## config.mk

```make
export PLATFORM = sky130hd
export DESIGN_NAME = arbitro_barramento
export DESIGN_NICKNAME = d
export VERILOG_FILES = /design/src/rtl/arbitro_barramento.sv
export SDC_FILE = /design/constraint.sdc
export NUM_CORES = 1
export LEC_CHECK = 0
export CAP_MARGIN = 15
export CORE_ASPECT_RATIO = 1.25
export CORE_MARGIN = 1
export CORE_UTILIZATION = 30
export DETAILED_ROUTE_END_ITERATION = 10
export PLACE_DENSITY = 0.58
export SETUP_SLACK_MARGIN = 0.5
export SLEW_MARGIN = 20
export SYNTH_ARGS = -nofsm -noshare
export SYNTH_HDL_FRONTEND = slang
export SYNTH_SLANG_ARGS = --single-unit
```

## constraint.sdc

```tcl
create_clock -name clk -period 6 [get_ports clk]
set_input_delay 0.6 -clock clk [delete_from_list [all_inputs] [get_ports clk]]
set_output_delay 0.6 -clock clk [all_outputs]
set_load 0.01 [all_outputs]
```

## src/rtl/arbitro_barramento.sv

```systemverilog
// arbitro_barramento
//   Central arbiter and sequencer for the 11-bit snoop bus that is shared by
//   four MSI caches. It grants the bus round-robin, broadcasts the owner's
//   command word, and runs the snoop window for read misses. The response
//   comes from a peer cache, or from a 2-entry backing memory when no peer
//   answers. Write-backs carried on the bus are absorbed into that memory.
//
//   Bus word layout: [10] shared, [9:8] proc id, [7] wb, [6] wb tag,
//                    [5:4] msg (00 none, 01 readMiss, 10 invalidate, 11 return),
//                    [3] tag, [2:0] data
//
// Ports
//   clk       in   system clock, rising edge
//   rst       in   synchronous active-high reset
//   req       in   [3:0]  per-processor bus request
//   bar_req   in   [43:0] processor bus words, slice i = bits [11i+10:11i]
//   gnt       out  [3:0]  one-hot grant for the whole owned transaction
//   barin     out  [10:0] broadcast bus word
//   owner     out  [1:0]  current or last owner id
//   busy      out  transaction in progress
//   txn_done  out  one-cycle pulse in the final cycle of each transaction
module arbitro_barramento #(
  parameter int SNOOP_WIN = 2,
  parameter int MEM_LAT   = 2
) (
  input  logic        clk,
  input  logic        rst,
  input  logic [3:0]  req,
  input  logic [43:0] bar_req,
  output logic [3:0]  gnt,
  output logic [10:0] barin,
  output logic [1:0]  owner,
  output logic        busy,
  output logic        txn_done
);

  localparam int CNT_MAX = (SNOOP_WIN > MEM_LAT) ? SNOOP_WIN : MEM_LAT;
  localparam int CNT_W   = $clog2(CNT_MAX + 1);
  localparam logic [CNT_W-1:0] SNOOP_LOAD = CNT_W'(SNOOP_WIN);
  localparam logic [CNT_W-1:0] MEM_LOAD   = CNT_W'(MEM_LAT);
  localparam logic [CNT_W-1:0] CNT_ONE    = CNT_W'(1);

  localparam logic [1:0] MSG_RDMISS = 2'b01;
  localparam logic [1:0] MSG_RET    = 2'b11;

  typedef enum logic [2:0] {IDLE, BROADCAST, SNOOP, MEM_WAIT, RESPOND} state_t;

  state_t           state_q, state_d;
  logic [10:0]      cmd_q, cmd_d;
  logic [10:0]      resp_q, resp_d;
  logic [1:0]       owner_q, owner_d;
  logic [1:0]       last_owner_q, last_owner_d;
  logic [CNT_W-1:0] cnt_q, cnt_d;
  logic [2:0]       mem_q [2];

  logic             mem_we;
  logic             mem_wa;
  logic [2:0]       mem_wd;

  logic [3:0][10:0] word;
  logic [3:0]       hit_vec;
  logic             win_valid;
  logic [1:0]       win_id;
  logic [1:0]       scan_id;
  logic             hit_valid;
  logic [1:0]       hit_id;
  logic [10:0]      mem_resp;

  // Per-processor slices and snoop-hit qualification. The owner's own
  // return word is excluded so it can never satisfy its own miss.
  generate
    for (genvar gi = 0; gi < 4; gi++) begin : g_proc
      assign word[gi]    = bar_req[11*gi +: 11];
      assign hit_vec[gi] = (2'(gi) != owner_q) &&
                           (word[gi][5:4] == MSG_RET) &&
                           (word[gi][9:8] == owner_q);
    end
  endgenerate

  // Round-robin: first requester after the last owner, wrapping modulo 4.
  always_comb begin
    win_valid = 1'b0;
    win_id    = 2'd0;
    scan_id   = 2'd0;
    for (int k = 1; k <= 4; k++) begin
      scan_id = last_owner_q + 2'(k);
      if (!win_valid && req[scan_id]) begin
        win_valid = 1'b1;
        win_id    = scan_id;
      end
    end
  end

  // Fixed priority among simultaneous snoop hits: scanning downwards lets
  // the lowest index overwrite the others.
  always_comb begin
    hit_valid = 1'b0;
    hit_id    = 2'd0;
    for (int j = 3; j >= 0; j--) begin
      if (hit_vec[j]) begin
        hit_valid = 1'b1;
        hit_id    = 2'(j);
      end
    end
  end

  assign mem_resp = {1'b0, owner_q, 1'b0, 1'b0, MSG_RET, cmd_q[3], mem_q[cmd_q[3]]};

  always_comb begin
    state_d      = state_q;
    cmd_d        = cmd_q;
    resp_d       = resp_q;
    owner_d      = owner_q;
    last_owner_d = last_owner_q;
    cnt_d        = cnt_q;
    mem_we       = 1'b0;
    mem_wa       = 1'b0;
    mem_wd       = 3'd0;
    case (state_q)
      IDLE: begin
        if (win_valid) begin
          cmd_d   = {word[win_id][10], win_id, word[win_id][7:0]};
          owner_d = win_id;
          state_d = BROADCAST;
        end
      end
      BROADCAST: begin
        if (cmd_q[7]) begin
          mem_we = 1'b1;
          mem_wa = cmd_q[6];
          mem_wd = cmd_q[2:0];
        end
        if (cmd_q[5:4] == MSG_RDMISS) begin
          cnt_d   = SNOOP_LOAD;
          state_d = SNOOP;
        end else begin
          last_owner_d = owner_q;
          state_d      = IDLE;
        end
      end
      SNOOP: begin
        if (hit_valid) begin
          resp_d = {1'b1, owner_q, word[hit_id][7:0]};
          if (word[hit_id][7]) begin
            mem_we = 1'b1;
            mem_wa = word[hit_id][6];
            mem_wd = word[hit_id][2:0];
          end
          state_d = RESPOND;
        end else if (cnt_q == CNT_ONE) begin
          // With zero memory latency the response is formed straight away.
          if (MEM_LAT == 0) begin
            resp_d  = mem_resp;
            state_d = RESPOND;
          end else begin
            cnt_d   = MEM_LOAD;
            state_d = MEM_WAIT;
          end
        end else begin
          cnt_d = cnt_q - CNT_ONE;
        end
      end
      MEM_WAIT: begin
        if (cnt_q == CNT_ONE) begin
          resp_d  = mem_resp;
          state_d = RESPOND;
        end else begin
          cnt_d = cnt_q - CNT_ONE;
        end
      end
      RESPOND: begin
        last_owner_d = owner_q;
        state_d      = IDLE;
      end
      default: state_d = IDLE;
    endcase
  end

  always_ff @(posedge clk) begin
    if (rst) begin
      state_q      <= IDLE;
      cmd_q        <= 11'd0;
      resp_q       <= 11'd0;
      owner_q      <= 2'd0;
      last_owner_q <= 2'd3;
      cnt_q        <= '0;
      for (int i = 0; i < 2; i++) begin
        mem_q[i] <= 3'd0;
      end
    end else begin
      state_q      <= state_d;
      cmd_q        <= cmd_d;
      resp_q       <= resp_d;
      owner_q      <= owner_d;
      last_owner_q <= last_owner_d;
      cnt_q        <= cnt_d;
      if (mem_we) begin
        mem_q[mem_wa] <= mem_wd;
      end
    end
  end

  // Outputs are decoded from the registered state, so they change only on
  // clock edges.
  assign busy     = (state_q != IDLE);
  assign gnt      = busy ? (4'b0001 << owner_q) : 4'b0000;
  assign owner    = owner_q;
  assign txn_done = ((state_q == BROADCAST) && (cmd_q[5:4] != MSG_RDMISS)) ||
                    (state_q == RESPOND);

  always_comb begin
    barin = 11'd0;
    case (state_q)
      BROADCAST: barin = cmd_q;
      RESPOND:   barin = resp_q;
      default:   barin = 11'd0;
    endcase
  end

endmodule
```

==> impl_metrics.tcl, run 1 <==
set metrics [dict create \
    die_w_um 84.6 \
    synthTopCellsByArea "dfxtp_1 (23%), edfxtp_1 (7.0%), mux2i_1 (5.9%), a21oi_1 (5.5%), nand2_1 (5.0%)" \
    numCtsBuffers 5 \
    clock_sinks 36 \
    end_kind "primary output" \
    ff_latch_area_um2 781 \
    slew_violations 0 \
    ios 69 \
    synth.most_common_cell "nand2_1" \
    synth.largest_area_cell "dfxtp_1" \
    grt_pass1_vias 2411 \
    min_period_ns 3.47 \
    dp.final_hpwl_mm 5.52 \
    multiInputGateArea_mm2 0.00163 \
    clock_skew_ns 0.00554 \
    wl_met1_mm 3.24 \
    viasPerCell 5.37 \
    synth_edf_count 6 \
    area_growth_syn_to_layout_pct 30.8 \
    drive_gt1_frac 0.0989 \
    power.leakage_nw 1.17 \
    grt_max_degree 35 \
    syn-cell-area_mm2 0.00256 \
    path_max_fanout 14 \
    gp_congestion 0.874 \
    syn_nets 359 \
    startpoint "state_q[0]$_SDFFE_PP0P_" \
    critical_path_arrival_ns 2.87 \
    status "complete, no violations" \
    relSlewSlack 0.281 \
    synth.distinct_cells 55 \
    cts.htree.levels 2 \
    rows 37 \
    slowest_delay_ns 0.91 \
    top_layer "met4" \
    ys_ff_latch 36 \
    cts.path.max_buffers 2 \
    die_area_mm2 0.00890 \
    drc 0 \
    wl_met3_um 281 \
    setup_viol 0 \
    postCtsHoldBufs 0 \
    worst-setup-path-type "reg -> out" \
    cts_root_buffer "clkbuf_8" \
    synthFlopType "dfxtp_1" \
    cts_setup_buffers 0 \
    synth_top_area_share 0.235 \
    synth_common_cells "nand2_1 (34), nor2_1 (32), dfxtp_1 (30)" \
    cp_cell_sequence "nor2b_1 > a21oi_1 > nor2_1 > clkdlybuf4s50_1" \
    grt.overflow.total 0 \
    port_buffers 68 \
    die-height_um 105 \
    cp_slowest_cell "nor2b_1" \
    dr_total_vias 2476 \
    avgSynthCellArea_um2 8.33 \
    antenna_cells 0 \
    antenna_found_initial 0 \
    required_ns 5.40 \
    drv_cap 0 \
    design.core.area_mm2 0.00824 \
    p_total_uw 754 \
    final_antenna_net_count 0 \
    hold_viol 0 \
    grt_pass1_wl_mm 11.9 \
    hp-class "reg -> reg" \
    wl_met2_mm 3.54 \
    ir_worst_vdd_mv 0.0791 \
    finalNetCount 415 \
    clock_latency_ns 0.29 \
    finalSetupTns_ns 0 \
    track_usage 0.167 \
    power_density_mw_per_mm2 225 \
    drtPass1Iterations 6 \
    worstMarginPinSlew_ns 1.08 \
    fill_cells 840 \
    ys_warn_count 0 \
    drt_iter0_drc 174 \
    ys_seq_area_frac 0.305 \
    clock.fmax_mhz 288 \
    tritoncts "yes" \
    r2r_start "cmd_q[8]$_SDFFE_PP0P_" \
    routed_wl_mm 7.14 \
    min_from "resp_q[6]$_SDFFE_PP0P_" \
    timing.final.crit_share 0.579 \
    wl_per_cell_um 15.5 \
    cts_resized 0 \
    netlist_instances 307 \
    start_util 0.311 \
    clkTransAtPathRegs_ns 0.07 \
    grt_setup_unrepaired "false" \
    async_flop_share 0 \
    crit_path_start_kind "flip-flop" \
]
-- where the power goes --
part	internal (mW)	total (mW)	switching, mW	leakage (nW)
sequential	0.270	0.305	0.0357	0.308
combinational	0.135	0.271	0.135	0.821
clock	0.0937	0.178	0.0843	0.0455
-- critical path, delay by kind of cell (launching register included) --
| kind | cells | cell delay [ns] |
|---|---|---|
| buffers and inverters | 1 | 0.61 |
| AOI/OAI and AO/OA | 1 | 0.13 |
| DFF | 1 | 0.59 |
| and+or+nand+nor | 2 | 1.25 |
-- placed cells by master (no fill, tap or decap), types with 7 or more instances in the layout --
cell type | netlist | routed
mux2i_1 | 15 | 15
o21ai_0 | 7 | 7
mux2_2 | 11 | 11
dfxtp_1 | 30 | 30
nor2_1 | 32 | 32
nand2_1 | 34 | 34
o211ai_1 | 11 | 11
clkdlybuf4s50_1 | 0 | 68
inv_1 | 8 | 8
a21oi_1 | 28 | 28
a22oi_1 | 13 | 13
nor2b_1 | 9 | 9
-- registers in the layout (all words and copies together) (netlist names), named ones only --
| name | count |
|---|---|
| cmd_q | 11 |
| cnt_q | 2 |
| last_owner_q | 2 |
| mem_q | 6 |
| resp_q | 11 |
| state_q | 3 |
-- per-stage QoR --
| step | hold WS [ns] | utilization | area (um^2) | std cells | setup slack [ns] |
|---|---|---|---|---|---|
| floorplan | 0.436 | - | 2560 | 307 | 3.56 |
| global placement | 0.446 | 0.395 | 3260 | 453 | 2.77 |
| detailed placement | 0.452 | 0.395 | 3260 | 453 | 2.66 |
| CTS | 0.462 | 0.406 | 3350 | 461 | 2.58 |
| global route | 0.490 | 0.406 | 3350 | 461 | 2.36 |
| finish | 0.460 | 0.406 | 3350 | 461 | 2.53 |
-- cell families after synthesis --
group	after synthesis	share of synthesized area
and+or+nand+nor	113	0.230
AOI/OAI and AO/OA	96	0.273
DFF	36	0.305
buffers and inverters	29	0.0582
muxes	26	0.107
xor gates and xnor gates	5	0.0171
adders and majority gates	2	0.00978
-- layout make-up --
| class | count | share of cell area |
|---|---|---|
| Inverter | 8 | 0.00897 |
| Sequential cell | 36 | 0.233 |
| Clock buffer | 8 | 0.0269 |
| Multi-Input combinational cell | 242 | 0.487 |
| Tap cell | 97 | 0.0363 |
| Timing Repair Buffer | 70 | 0.208 |
-- path summary, 6_finish.rpt --
kind	cells past startpoint	end	slack [ns]
setup / recovery	4	txn_done	2.53
hold / removal	2	resp_q[6]$_SDFFE_PP0P_	0.46
setup reg to reg	7	mem_q[1][1]$_SDFFCE_PN0P_	3.04
hold reg to reg	2	resp_q[6]$_SDFFE_PP0P_	0.46
-- routing by layer --
| metal | track usage | vias up |
|---|---|---|
| li1 | - | 1249 |
| met1 | 0.210 | 1149 |
| met2 | 0.290 | 72 |
| met3 | 0.0266 | 6 |
| met4 | 0.0533 | 0 |
| met5 | 0 | - |
Power figures use the tool's default switching activity.
==> run 2, diff against run 1 <==
clock period = 3.62 ns   (was 6 ns; I/O delays follow)
==> run 2 against run 1 <==
Non-clock buffer count increased by 6. Worst hold slack improved by 0.0056 ns. Register-to-register slack got worse by 2.2 ns. Critical path depth increased by 3. Cell count increased by 1.3%. Utilization increased by 0.53 points. Clock power increased by 60%. Sequential share of layout area decreased by 0.30 points. Largest cell class unchanged.
==> impl_metrics.tcl, run 2 (synthesis results as in run 1) <==
set metrics [dict create \
    cts_resized 0 \
    ff_latch_area_um2 781 \
    r2r_start "cmd_q[9]$_SDFFE_PP0P_" \
    design.core.area_mm2 0.00824 \
    worstMarginPinSlew_ns 0.763 \
    drive_gt1_frac 0.116 \
    drc 0 \
    finalNetCount 421 \
    top_regs "cmd_q x11, resp_q x11, mem_q x6" \
    grt_pass1_vias 2480 \
    power.leakage_nw 1.20 \
    whs_path_depth 2 \
    die_area_mm2 0.00890 \
    start_util 0.311 \
    die_w_um 84.6 \
    seqPwrFrac 0.404 \
    critical_path_arrival_ns 2.75 \
    numCtsBuffers 5 \
    combinationalPowerShare 0.369 \
    multiInputGateArea_mm2 0.00163 \
    grt_pass1_wl_mm 12.0 \
    switchingPower_uw 435 \
    postCtsHoldBufs 0 \
    setup_viol 0 \
    hp-class "reg -> reg" \
    clock_skew_ns 0.00812 \
    dr_total_vias 2523 \
    track_usage 0.169 \
    cp_slowest_cell "dfxtp_1" \
    final_common_cell "clkdlybuf4s50_1" \
    slowest_delay_ns 0.68 \
    ios 69 \
    min_from "resp_q[2]$_SDFFE_PP0P_" \
    wl_per_cell_um 15.5 \
    timing.final.crit_share 0.768 \
    clock_sinks 36 \
    finalSetupTns_ns 0 \
    r2r-end "mem_q[0][2]$_SDFFCE_PN0P_" \
    p_clk_frac 0.227 \
    setup_ws_ns 0.839 \
    ir_worst_vdd_mv 0.137 \
    die-height_um 105 \
    required_ns 3.59 \
    switching_share 0.347 \
    crit_path_start_kind "flip-flop" \
    ff2ff_path_depth 7 \
    routed_wl_mm 7.24 \
    worst-setup-path-type "reg -> reg" \
    drtPass1Iterations 7 \
    drv_cap 0 \
    internal_power_uw 818 \
    layout_common_cells "clkdlybuf4s50_1 (68), nand2_1 (34), nor2_1 (32)" \
    area_growth_syn_to_layout_pct 32.5 \
    cts.path.max_buffers 2 \
    grt.overflow.total 0 \
    dp_slack_ns 0.739 \
    min_period_ns 2.78 \
    power_density_mw_per_mm2 369 \
    relSlewSlack 0.492 \
    clock_latency_ns 0.29 \
    instances_no_fill 467 \
    antenna_cells 0 \
    worst_path_dominant_cell_family "compound AO/OA/AOI/OAI gates" \
    fill_cells 856 \
    cts.htree.levels 2 \
    path_max_fanout 17 \
    slew_violations 0 \
    clkTransAtPathRegs_ns 0.07 \
    rows 37 \
    status "complete, no violations" \
    gp_congestion 0.871 \
    antenna_found_initial 0 \
    ff2ff_setup_slack_ns 0.84 \
    grt_setup_unrepaired "false" \
    end_kind "flip-flop" \
    final_antenna_net_count 0 \
    viasPerCell 5.40 \
    clock.fmax_mhz 360 \
    cts_root_buffer "clkbuf_8" \
    tritoncts "yes" \
    cts_setup_buffers 0 \
    port_buffers 68 \
    drt_iter0_drc 98 \
    dp.final_hpwl_mm 5.71 \
    grt_max_degree 20 \
    hold_viol 0 \
    place_inst 459 \
    critPathBufInv 0 \
    cp_cell_sequence "and4bb_1 > a32oi_1 > and3_1 > a32o_1 > o21a_2 > a21oi_1 > o21bai_1" \
    hold_end "resp_q[2]$_SDFFE_PP0P_" \
]
run 2: worst max-delay path by stage:
stage / slack, ns / start / to / cells past startpoint
2_1_floorplan: 1.36 / cmd_q[9]$_SDFFE_PP0P_ / mem_q[1][0]$_SDFFCE_PN0P_ / 8
3_3_place_gp: 0.80 / bar_req[26] / mem_q[0][0]$_SDFFCE_PN0P_ / 8
3_5_place_dp: 0.74 / bar_req[26] / mem_q[0][2]$_SDFFCE_PN0P_ / 8
4_1_cts: 0.83 / cmd_q[9]$_SDFFE_PP0P_ / mem_q[0][2]$_SDFFCE_PN0P_ / 7
5_1_grt: 0.59 / cmd_q[9]$_SDFFE_PP0P_ / mem_q[0][2]$_SDFFCE_PN0P_ / 7
6_report: 0.84 / cmd_q[9]$_SDFFE_PP0P_ / mem_q[0][2]$_SDFFCE_PN0P_ / 7
run 2: layer usage:
metal,global-route usage,share of wire
met1,0.211,0.44
met2,0.296,0.50
met5,0,0
met4,0.0533,0.015
met3,0.0274,0.043
run 2: final cells by class:
type | count | share of cell area
Clock inverter | 2 | 0.00480
Sequential cell | 36 | 0.230
Multi-Input combinational cell | 242 | 0.480
Clock buffer | 6 | 0.0214
Timing Repair Buffer | 76 | 0.218
Tap cell | 97 | 0.0358
Inverter | 8 | 0.00886
run 2: worst register-to-register path, delay by kind of cell, from the launching register on:
family,cells,cell delay [ns]
compound gates,5,1.27
simple gates,2,0.53
flops,1,0.68
run 2: per-stage QoR:
step	hold slack (ns)	power, mW	instance area (um^2)	utilization
after CTS	0.464	1.26	3390	0.411
after global placement	0.451	0.972	3300	0.401
after floorplan	0.436	0.796	2560	-
after detailed placement	0.453	0.977	3300	0.401
after global routing	0.499	1.33	3390	0.411
final	0.466	1.25	3390	0.411
run 2: power by group through the flow:
stage               sequential, mW  combinational [mW]  clock (mW)
finish                       0.505               0.462       0.285
floorplan                    0.479               0.317           0
CTS                          0.505               0.464       0.291
global route                 0.513               0.505       0.312
global placement             0.513               0.459           0
detailed placement           0.514               0.463           0
